[config.mk]
export PLATFORM = sky130hd
export DESIGN_NAME = exec_ctrl
export DESIGN_NICKNAME = d
export VERILOG_FILES = /design/src/rtl/exec_ctrl.sv
export SDC_FILE = /design/constraint.sdc
export NUM_CORES = 1
export LEC_CHECK = 0
export ABC_AREA = 1
export CAP_MARGIN = 20
export CELL_PAD_IN_SITES_DETAIL_PLACEMENT = 1
export CELL_PAD_IN_SITES_GLOBAL_PLACEMENT = 1
export CORE_ASPECT_RATIO = 1.1
export CORE_MARGIN = 4
export CORE_UTILIZATION = 40
export CTS_BUF_LIST = sky130_fd_sc_hd__clkbuf_4
export DETAILED_ROUTE_END_ITERATION = 16
export GPL_TIMING_DRIVEN = 0
export PLACE_DENSITY = 0.95
export SYNTH_ARGS = -nofsm -noshare
export SYNTH_HDL_FRONTEND = slang
export SYNTH_SLANG_ARGS = --single-unit
[constraint.sdc]
create_clock -name clk -period 10.4 [get_ports clk]
set_clock_uncertainty 0.15 [all_clocks]
set_input_delay 1.56 -clock clk [delete_from_list [all_inputs] [get_ports clk]]
set_output_delay 1.56 -clock clk [all_outputs]
set_load 0.01 [all_outputs]
[src/rtl/exec_ctrl.sv]
// rtl/exec_ctrl.sv - execute/write-back controller in front of a 4x16 register file
// EXEC_MUL_EN enables opcode 9 (16-cycle shift-add multiply); otherwise opcode 9 is illegal.
module exec_ctrl (
  input  logic        clk,
  input  logic        reset,
  input  logic        in_valid,
  output logic        in_ready,
  input  logic [15:0] in_instr,
  output logic [1:0]  r_add1,
  output logic [1:0]  r_add2,
  input  logic [15:0] r_data1,
  input  logic [15:0] r_data2,
  output logic [1:0]  w_add,
  output logic        w_flag,
  output logic [15:0] w_data,
  output logic        flag_z,
  output logic        flag_c,
  output logic        illegal,
  output logic        busy
);

  typedef enum logic {S_IDLE, S_MUL} state_t;

  state_t      state_q, state_d;
  logic [1:0]  w_add_q, w_add_d;
  logic        w_flag_q, w_flag_d;
  logic [15:0] w_data_q, w_data_d;
  logic        flag_z_q, flag_z_d;
  logic        flag_c_q, flag_c_d;
  logic        illegal_q, illegal_d;

  logic [3:0]  op;
  logic [1:0]  rd, rs1, rs2;
  logic [7:0]  imm8;
  logic [15:0] op_a, op_b, alu_res;
  logic [16:0] sum, diff;
  logic        accept, wr, upd_z, upd_c, c_new, bad, is_mul;

`ifdef EXEC_MUL_EN
  logic [15:0] mul_a_q, mul_a_d;
  logic [15:0] mul_b_q, mul_b_d;
  logic [15:0] mul_acc_q, mul_acc_d;
  logic [1:0]  mul_rd_q, mul_rd_d;
  logic [3:0]  cnt_q, cnt_d;
  logic [15:0] mul_acc_nxt;
`endif

  assign op   = in_instr[15:12];
  assign rd   = in_instr[11:10];
  assign rs1  = in_instr[9:8];
  assign rs2  = in_instr[7:6];
  assign imm8 = in_instr[7:0];

  assign r_add1 = rs1;
  assign r_add2 = rs2;

  // Bypass the pending write-back so a dependent op can issue back-to-back.
  assign op_a = (w_flag_q && (w_add_q == rs1)) ? w_data_q : r_data1;
  assign op_b = (w_flag_q && (w_add_q == rs2)) ? w_data_q : r_data2;
  assign sum  = {1'b0, op_a} + {1'b0, op_b};
  assign diff = {1'b0, op_a} - {1'b0, op_b};

  assign in_ready = ~reset && (state_q == S_IDLE);
  assign accept   = in_valid && in_ready;

  assign w_add   = w_add_q;
  assign w_flag  = w_flag_q;
  assign w_data  = w_data_q;
  assign flag_z  = flag_z_q;
  assign flag_c  = flag_c_q;
  assign illegal = illegal_q;
`ifdef EXEC_MUL_EN
  assign busy = (state_q == S_MUL);
`else
  assign busy = 1'b0;
`endif

  always_comb begin
    alu_res = 16'h0000;
    wr      = 1'b0;
    upd_z   = 1'b0;
    upd_c   = 1'b0;
    c_new   = 1'b0;
    bad     = 1'b0;
    is_mul  = 1'b0;
    case (op)
      4'd0: ;
      4'd1: begin alu_res = sum[15:0];  wr = 1'b1; upd_z = 1'b1; upd_c = 1'b1; c_new = sum[16];  end
      4'd2: begin alu_res = diff[15:0]; wr = 1'b1; upd_z = 1'b1; upd_c = 1'b1; c_new = diff[16]; end
      4'd3: begin alu_res = op_a & op_b; wr = 1'b1; upd_z = 1'b1; end
      4'd4: begin alu_res = op_a | op_b; wr = 1'b1; upd_z = 1'b1; end
      4'd5: begin alu_res = op_a ^ op_b; wr = 1'b1; upd_z = 1'b1; end
      4'd6: begin alu_res = {8'h00, imm8}; wr = 1'b1; end
      4'd7: begin alu_res = op_a << op_b[3:0]; wr = 1'b1; upd_z = 1'b1; end
      4'd8: begin alu_res = op_a >> op_b[3:0]; wr = 1'b1; upd_z = 1'b1; end
`ifdef EXEC_MUL_EN
      4'd9: is_mul = 1'b1;
`endif
      default: bad = 1'b1;
    endcase
  end

  always_comb begin
    state_d   = state_q;
    w_add_d   = w_add_q;
    w_flag_d  = 1'b0;
    w_data_d  = w_data_q;
    flag_z_d  = flag_z_q;
    flag_c_d  = flag_c_q;
    illegal_d = 1'b0;
`ifdef EXEC_MUL_EN
    mul_a_d     = mul_a_q;
    mul_b_d     = mul_b_q;
    mul_acc_d   = mul_acc_q;
    mul_rd_d    = mul_rd_q;
    cnt_d       = cnt_q;
    mul_acc_nxt = mul_acc_q + (mul_b_q[0] ? mul_a_q : 16'h0000);
`endif

    if (state_q == S_IDLE && accept) begin
      if (is_mul) begin
`ifdef EXEC_MUL_EN
        state_d   = S_MUL;
        mul_a_d   = op_a;
        mul_b_d   = op_b;
        mul_acc_d = 16'h0000;
        mul_rd_d  = rd;
        cnt_d     = 4'd0;
`endif
      end else begin
        if (wr) begin
          w_flag_d = 1'b1;
          w_add_d  = rd;
          w_data_d = alu_res;
        end
        if (upd_z) flag_z_d = (alu_res == 16'h0000);
        if (upd_c) flag_c_d = c_new;
        illegal_d = bad;
      end
    end

`ifdef EXEC_MUL_EN
    // One multiplier bit per cycle; the 16th step goes straight into the WB register.
    if (state_q == S_MUL) begin
      mul_acc_d = mul_acc_nxt;
      mul_a_d   = mul_a_q << 1;
      mul_b_d   = mul_b_q >> 1;
      cnt_d     = cnt_q + 4'd1;
      if (cnt_q == 4'd15) begin
        state_d  = S_IDLE;
        w_flag_d = 1'b1;
        w_add_d  = mul_rd_q;
        w_data_d = mul_acc_nxt;
        flag_z_d = (mul_acc_nxt == 16'h0000);
      end
    end
`endif
  end

  always_ff @(posedge clk) begin
    if (reset) begin
      state_q   <= S_IDLE;
      w_add_q   <= 2'd0;
      w_flag_q  <= 1'b0;
      w_data_q  <= 16'h0000;
      flag_z_q  <= 1'b0;
      flag_c_q  <= 1'b0;
      illegal_q <= 1'b0;
`ifdef EXEC_MUL_EN
      mul_a_q   <= 16'h0000;
      mul_b_q   <= 16'h0000;
      mul_acc_q <= 16'h0000;
      mul_rd_q  <= 2'd0;
      cnt_q     <= 4'd0;
`endif
    end else begin
      state_q   <= state_d;
      w_add_q   <= w_add_d;
      w_flag_q  <= w_flag_d;
      w_data_q  <= w_data_d;
      flag_z_q  <= flag_z_d;
      flag_c_q  <= flag_c_d;
      illegal_q <= illegal_d;
`ifdef EXEC_MUL_EN
      mul_a_q   <= mul_a_d;
      mul_b_q   <= mul_b_d;
      mul_acc_q <= mul_acc_d;
      mul_rd_q  <= mul_rd_d;
      cnt_q     <= cnt_d;
`endif
    end
  end

endmodule
After elaboration in Yosys (flattened, before gate mapping)

Index checks and enable logic that the tools add are counted.
W data, S select, Z words.

Flip-flop bits (word level): 22
Latch bits: 0
RAM bits: 0
ROM bits: 0
Bits of input ports: 51
Output and inout bits: 28
Logic and storage cells: 47
Memories: 0

Add/subtract/negate cells: 2
Multiply operators: 0
Div/mod/pow operators: 0
Magnitude comparators: 0
Equal/unequal tests: 10
Shifts and indexed selects: 2
Multiplexer cells: 9
Bitwise operators: 5
Reduce and logical (&&, ||, !) cells: 13

Operators by type and width:

| operator             | number |
|---|---|
| $pmux W16 S8         | 1 |
| $mux W16             | 2 |
| $add A16 B16 Y17     | 1 |
| $sub A16 B16 Y17     | 1 |
| $and A16 B16 Y16     | 1 |
| $eq A4 B3 Y1 const B | 4 |
| $logic_not A16 Y1    | 1 |
| $or A16 B16 Y16      | 1 |
| $shl A16 B4 Y16      | 1 |
| $shr A16 B4 Y16      | 1 |
| $xor A16 B16 Y16     | 1 |
| $reduce_or A9 Y1     | 1 |
| $eq A4 B2 Y1 const B | 2 |
| $reduce_or A8 Y1     | 1 |
| $reduce_or A7 Y1     | 1 |
| $reduce_and A2 Y1    | 3 |
| $mux W1              | 5 |
| $eq A2 B2 Y1         | 2 |
| $eq A4 B1 Y1 const B | 1 |
| $eq A4 B4 Y1 const B | 1 |
| $logic_not A4 Y1     | 1 |
| $reduce_or A2 Y1     | 2 |
| $logic_and A1 B1 Y1  | 3 |
| $not A1 Y1           | 2 |
| $pmux W1 S2          | 1 |

Longest topological paths before layout

Depth in word-level cells: 6
Depth in mapped cells: 29
Gate-level depth less buffers: 27

Worst setup path after synthesis

No wires, ideal clock.

Kind: input to register
From: input in_instr[6]
To: register flag_z_q, in the netlist flag_z
Setup time: 70 ps
Arrival: 4338 ps
Data required time: 10180 ps
Slack: 5842 ps
Cell stages on the path: 19
Path buffers: 2
Cell sequence: inv_1 > a21oi_1 > nand3_4 > inv_1 > buf_1 > nand2_1 > o21ai_0 > ha_1 > clkbuf_1 > nor4_1 > nand4_1 > nand3_1 > a21oi_1 > or2_2 > nand3_1 > nand3_1 > nor3_1 > nand3_1 > a21oi_1

Word-level cells in the longest chain between the ends: 6
Elaborated cells between the ends (all ways): 12
Classes of those cells: add/sub (2); eq/ne (1); shift (2); mux (2); bitwise (3); reduce/logical (2)

Ends and longest elaborated chain:

| item                                           | line | text |
|---|---|---|
| from (decl)                                    | 8    | `input logic [15:0] in_instr,` |
| $eq A2 B2 Y1                                   | 59   | `assign op_b = (w_flag_q && (w_add_q == rs2)) ? w_data_q : r_data2;` |
| $logic_and A1 B1 Y1                            | 59   |  |
| $mux W16                                       | 59   |  |
| $sub A16 B16 Y17, or another cell as far along | 61   | `assign diff = {1'b0, op_a} - {1'b0, op_b};` |
| $pmux W16 S8 (*)                               | 86   | `case (op)` |
| $logic_not A16 Y1 (*)                          | 136  | `if (upd_z) flag_z_d = (alu_res == 16'h0000);` |
| to (signal assigned)                           | 181  | `flag_z_q <= flag_z_d;` |
| to (decl)                                      | 28   | `logic flag_z_q, flag_z_d;` |

Mark *: on every way between the ends. The rest lies on a longest branch, timed or not.
A chain may end at the register's enable or synchronous reset.

Final worst setup path

From: input in_instr[7]
To: register flag_z_q, in the netlist flag_z

The elaborated chain is that of the path after synthesis.

==> results.py <==
metrics = {
    "setup_path": {
        "critical_path.max_fanout": 10,
        "crit_cells": 27,
        "crit_arrival_ps": 6500,
        "cp.buffers_inverters": 7,
        "r2r_end": "flag_z",
        "cp-startpoint": "in_instr[7]",
        "crit_type": "in2reg",
        "cp-end-kind": "flop",
        "crit_top_cell": "nand2_1",
        "worstPathRequired_ps": 10530,
        "cpPeakStageDelay_ps": 730,
        "reg2reg_depth": 26,
        "r2r_start": "w_flag",
        "critPathLaunchType": "input port",
        "r2r_slack_ps": 5570,
        "cp_slowest_cell": "clkdlybuf4s50_1",
        "crit_family": "simple AND/OR/NAND/NOR gates",
    },
    "die": {
        "core_mm2": 0.0133,
        "die_h_um": 130,
        "die_w_um": 119,
        "row_count": 44,
        "die-area_mm2": 0.0156,
        "initial_core_util_pct": 41.1,
        "pin_count": 79,
    },
    "timing": {
        "fin_tns_setup_ps": 0,
        "slew_viol_final": 0,
        "fin_ws_ps": 4040,
        "slew-limit-headroom_pct": 54.7,
        "setup_viol": 0,
        "tightest_slew_ps": 672,
        "rsz0062_at_grt": "no",
        "hold_violations": 0,
        "fin_crit_sh_pct": 61.2,
        "post-route-min-period_ps": 6360,
        "max_freq_mhz": 157,
    },
    "clocking": {
        "cts.htree.levels": 1,
        "clockBufferDepth": 2,
        "postCtsResizedCells": 0,
        "cts_tree": "yes",
        "cts_hold_buffers": 0,
        "clock-root-buffer": "clkbuf_4",
        "cts_sinks": 22,
        "clk_pin_slew_ps": 150,
        "cts_made_buffers": 3,
        "cts_setup_buffers": 0,
        "clkLatencyLatePin_ps": 340,
    },
    "logic_synthesis": {
        "syn_avg_cell_area_um2": 5.31,
        "synth_top_cell_by_area": "nand3_1",
        "syn_nets": 1131,
        "syn-cell-area_mm2": 0.00545,
        "synthCells": 1027,
        "synthFlopType": "dfxtp_1",
        "async_flop_share_pct": 0,
        "yosys_register_bits": 22,
        "synth_cell_types": 41,
        "synth.top_cells.by_area": "nand3_1 18%, nand2_1 18%, ha_1 12%, inv_1 11%, dfxtp_1 8.1%",
        "synth_edf_count": 0,
        "yosysWarnings": 0,
        "synth_top_area_share_pct": 18.4,
        "synth-seq-area-share_pct": 8.08,
    },
    "global_routing": {
        "overflow": 0,
        "grt_start_max_net_pins": 13,
        "grt_pass1_wl_mm": 42.5,
        "grt_use_total_pct": 34.7,
        "grt_antenna_before_repair": 0,
        "grt_pass1_vias": 7721,
    },
    "cells_and_area": {
        "drive_gt1_share_pct": 4.15,
        "layout_common_cells": "264 x nand2_1, 200 x nand3_1, 165 x inv_1, 77 x clkdlybuf4s50_1, 72 x nor2_1",
        "n_antenna_cell": 0,
        "final_common_cell": "nand2_1",
        "fin_nets": 1213,
        "fin_cells": 1292,
        "syn_to_final_growth_pct": 18.8,
    },
    "drt": {
        "wl_per_cell_um": 21.5,
        "ant_nets": 0,
        "drt_iter0_drc": 791,
        "via_per_inst": 5.91,
        "drt-total-wl_mm": 27.8,
        "first_pass_iters": 5,
        "vias": 7633,
        "drc": 0,
    },
    "placement": {
        "dpl.hpwl_mm": 22.9,
        "place_ws_ps": 3890,
        "io_buffers": 77,
        "place.gp.congestion": 1.01,
        "dp.cells": 1288,
    },
    "flow_run": {
        "maxCapViolCount": 0,
    },
    "pwr": {
        "irDropWorstVdd_mv": 0.0497,
        "total_leakage_power_nw": 3.32,
        "power_density_mw_per_mm2": 74.5,
    },
    "hold_path": {
        "hold_end": "flag_z",
        "hold_class": "reg2reg",
        "holdPathStages": 2,
        "min_from": "flag_z",
    },
    "status": {
        "run_status": "finished, final reports clean",
    },
}
[logic make-up (layout without fill, tap and decap cells)]
family                   count (synthesis)  in the layout  share of synthesized area, %
AND/OR/NAND/NOR                        590            590                          47.9
buffers and inverters                  212            293                          16.2
AO/OA/AOI/OAI                          149            149                          15.3
adder cells (fa/ha/maj)                 53             53                          12.4
flip-flops                              22             22                          8.08
other                                    1              1                        0.0688
[metrics by stage]
step           area, µm²  hold WS (ps)  power, mW  util, %
2_1_floorplan       5450           337      0.300        -
3_3_place_gp        6450           330      0.411     48.7
3_5_place_dp        6450           359      0.425     48.7
4_1_cts             6480           379      0.470     48.8
5_1_grt             6480           385      0.514     48.8
6_report            6480           389      0.483     48.8
[routing by layer]
| metal | global-route usage [%] | part of all wire, % |
|---|---|---|
| met1 | 41.5 | 39 |
| met2 | 58.3 | 46 |
| met3 | 7.23 | 8.5 |
| met4 | 19.7 | 6.2 |
| met5 | 0 | 0 |
[worst max path at each step]
stage / end
6_report: flag_z
5_1_grt: flag_z
4_1_cts: flag_z
3_5_place_dp: flag_z
3_3_place_gp: flag_z
2_1_floorplan: flag_z
[power breakdown]
group / total [mW] / switching (mW) / internal [mW]
sequential: 0.0993 / 0.00864 / 0.0907
combinational: 0.336 / 0.226 / 0.110
clock: 0.0480 / 0.0338 / 0.0142
total: 0.483 / 0.268 / 0.215
[Yosys cell counts (all sizes together) (9+ instances only)]
library cell	instances
nor2	77
clkbuf	16
dfxtp	22
a21oi	52
nand2	271
inv	167
o22ai	9
nor3	15
nand3	202
o21ai	65
nand4	16
ha	51
buf	27
[worst min-delay path, delay by kind of cell (launching register included)]
kind / cells / cell delay [ps]
simple gates: 1 / 80
compound gates: 1 / 70
flops: 1 / 370
[registers in the layout, summed over array words and instances (netlist names)]
name	count
flag_c	1
flag_z	1
illegal	1
w_add	2
w_data	16
w_flag	1
[cell type report]
| class | count | area, µm² |
|---|---|---|
| timing repair buffer | 77 | 771 |
| clock buffer | 3 | 22.5 |
| tap | 184 | 230 |
| buffer | 43 | 249 |
| multi-input combinational | 793 | 4130 |
| inverter | 169 | 634 |
| sequential | 22 | 440 |
| clock inverter | 1 | 3.75 |
| fill | 2001 | 6790 |
Power figures use the tool's default switching activity.
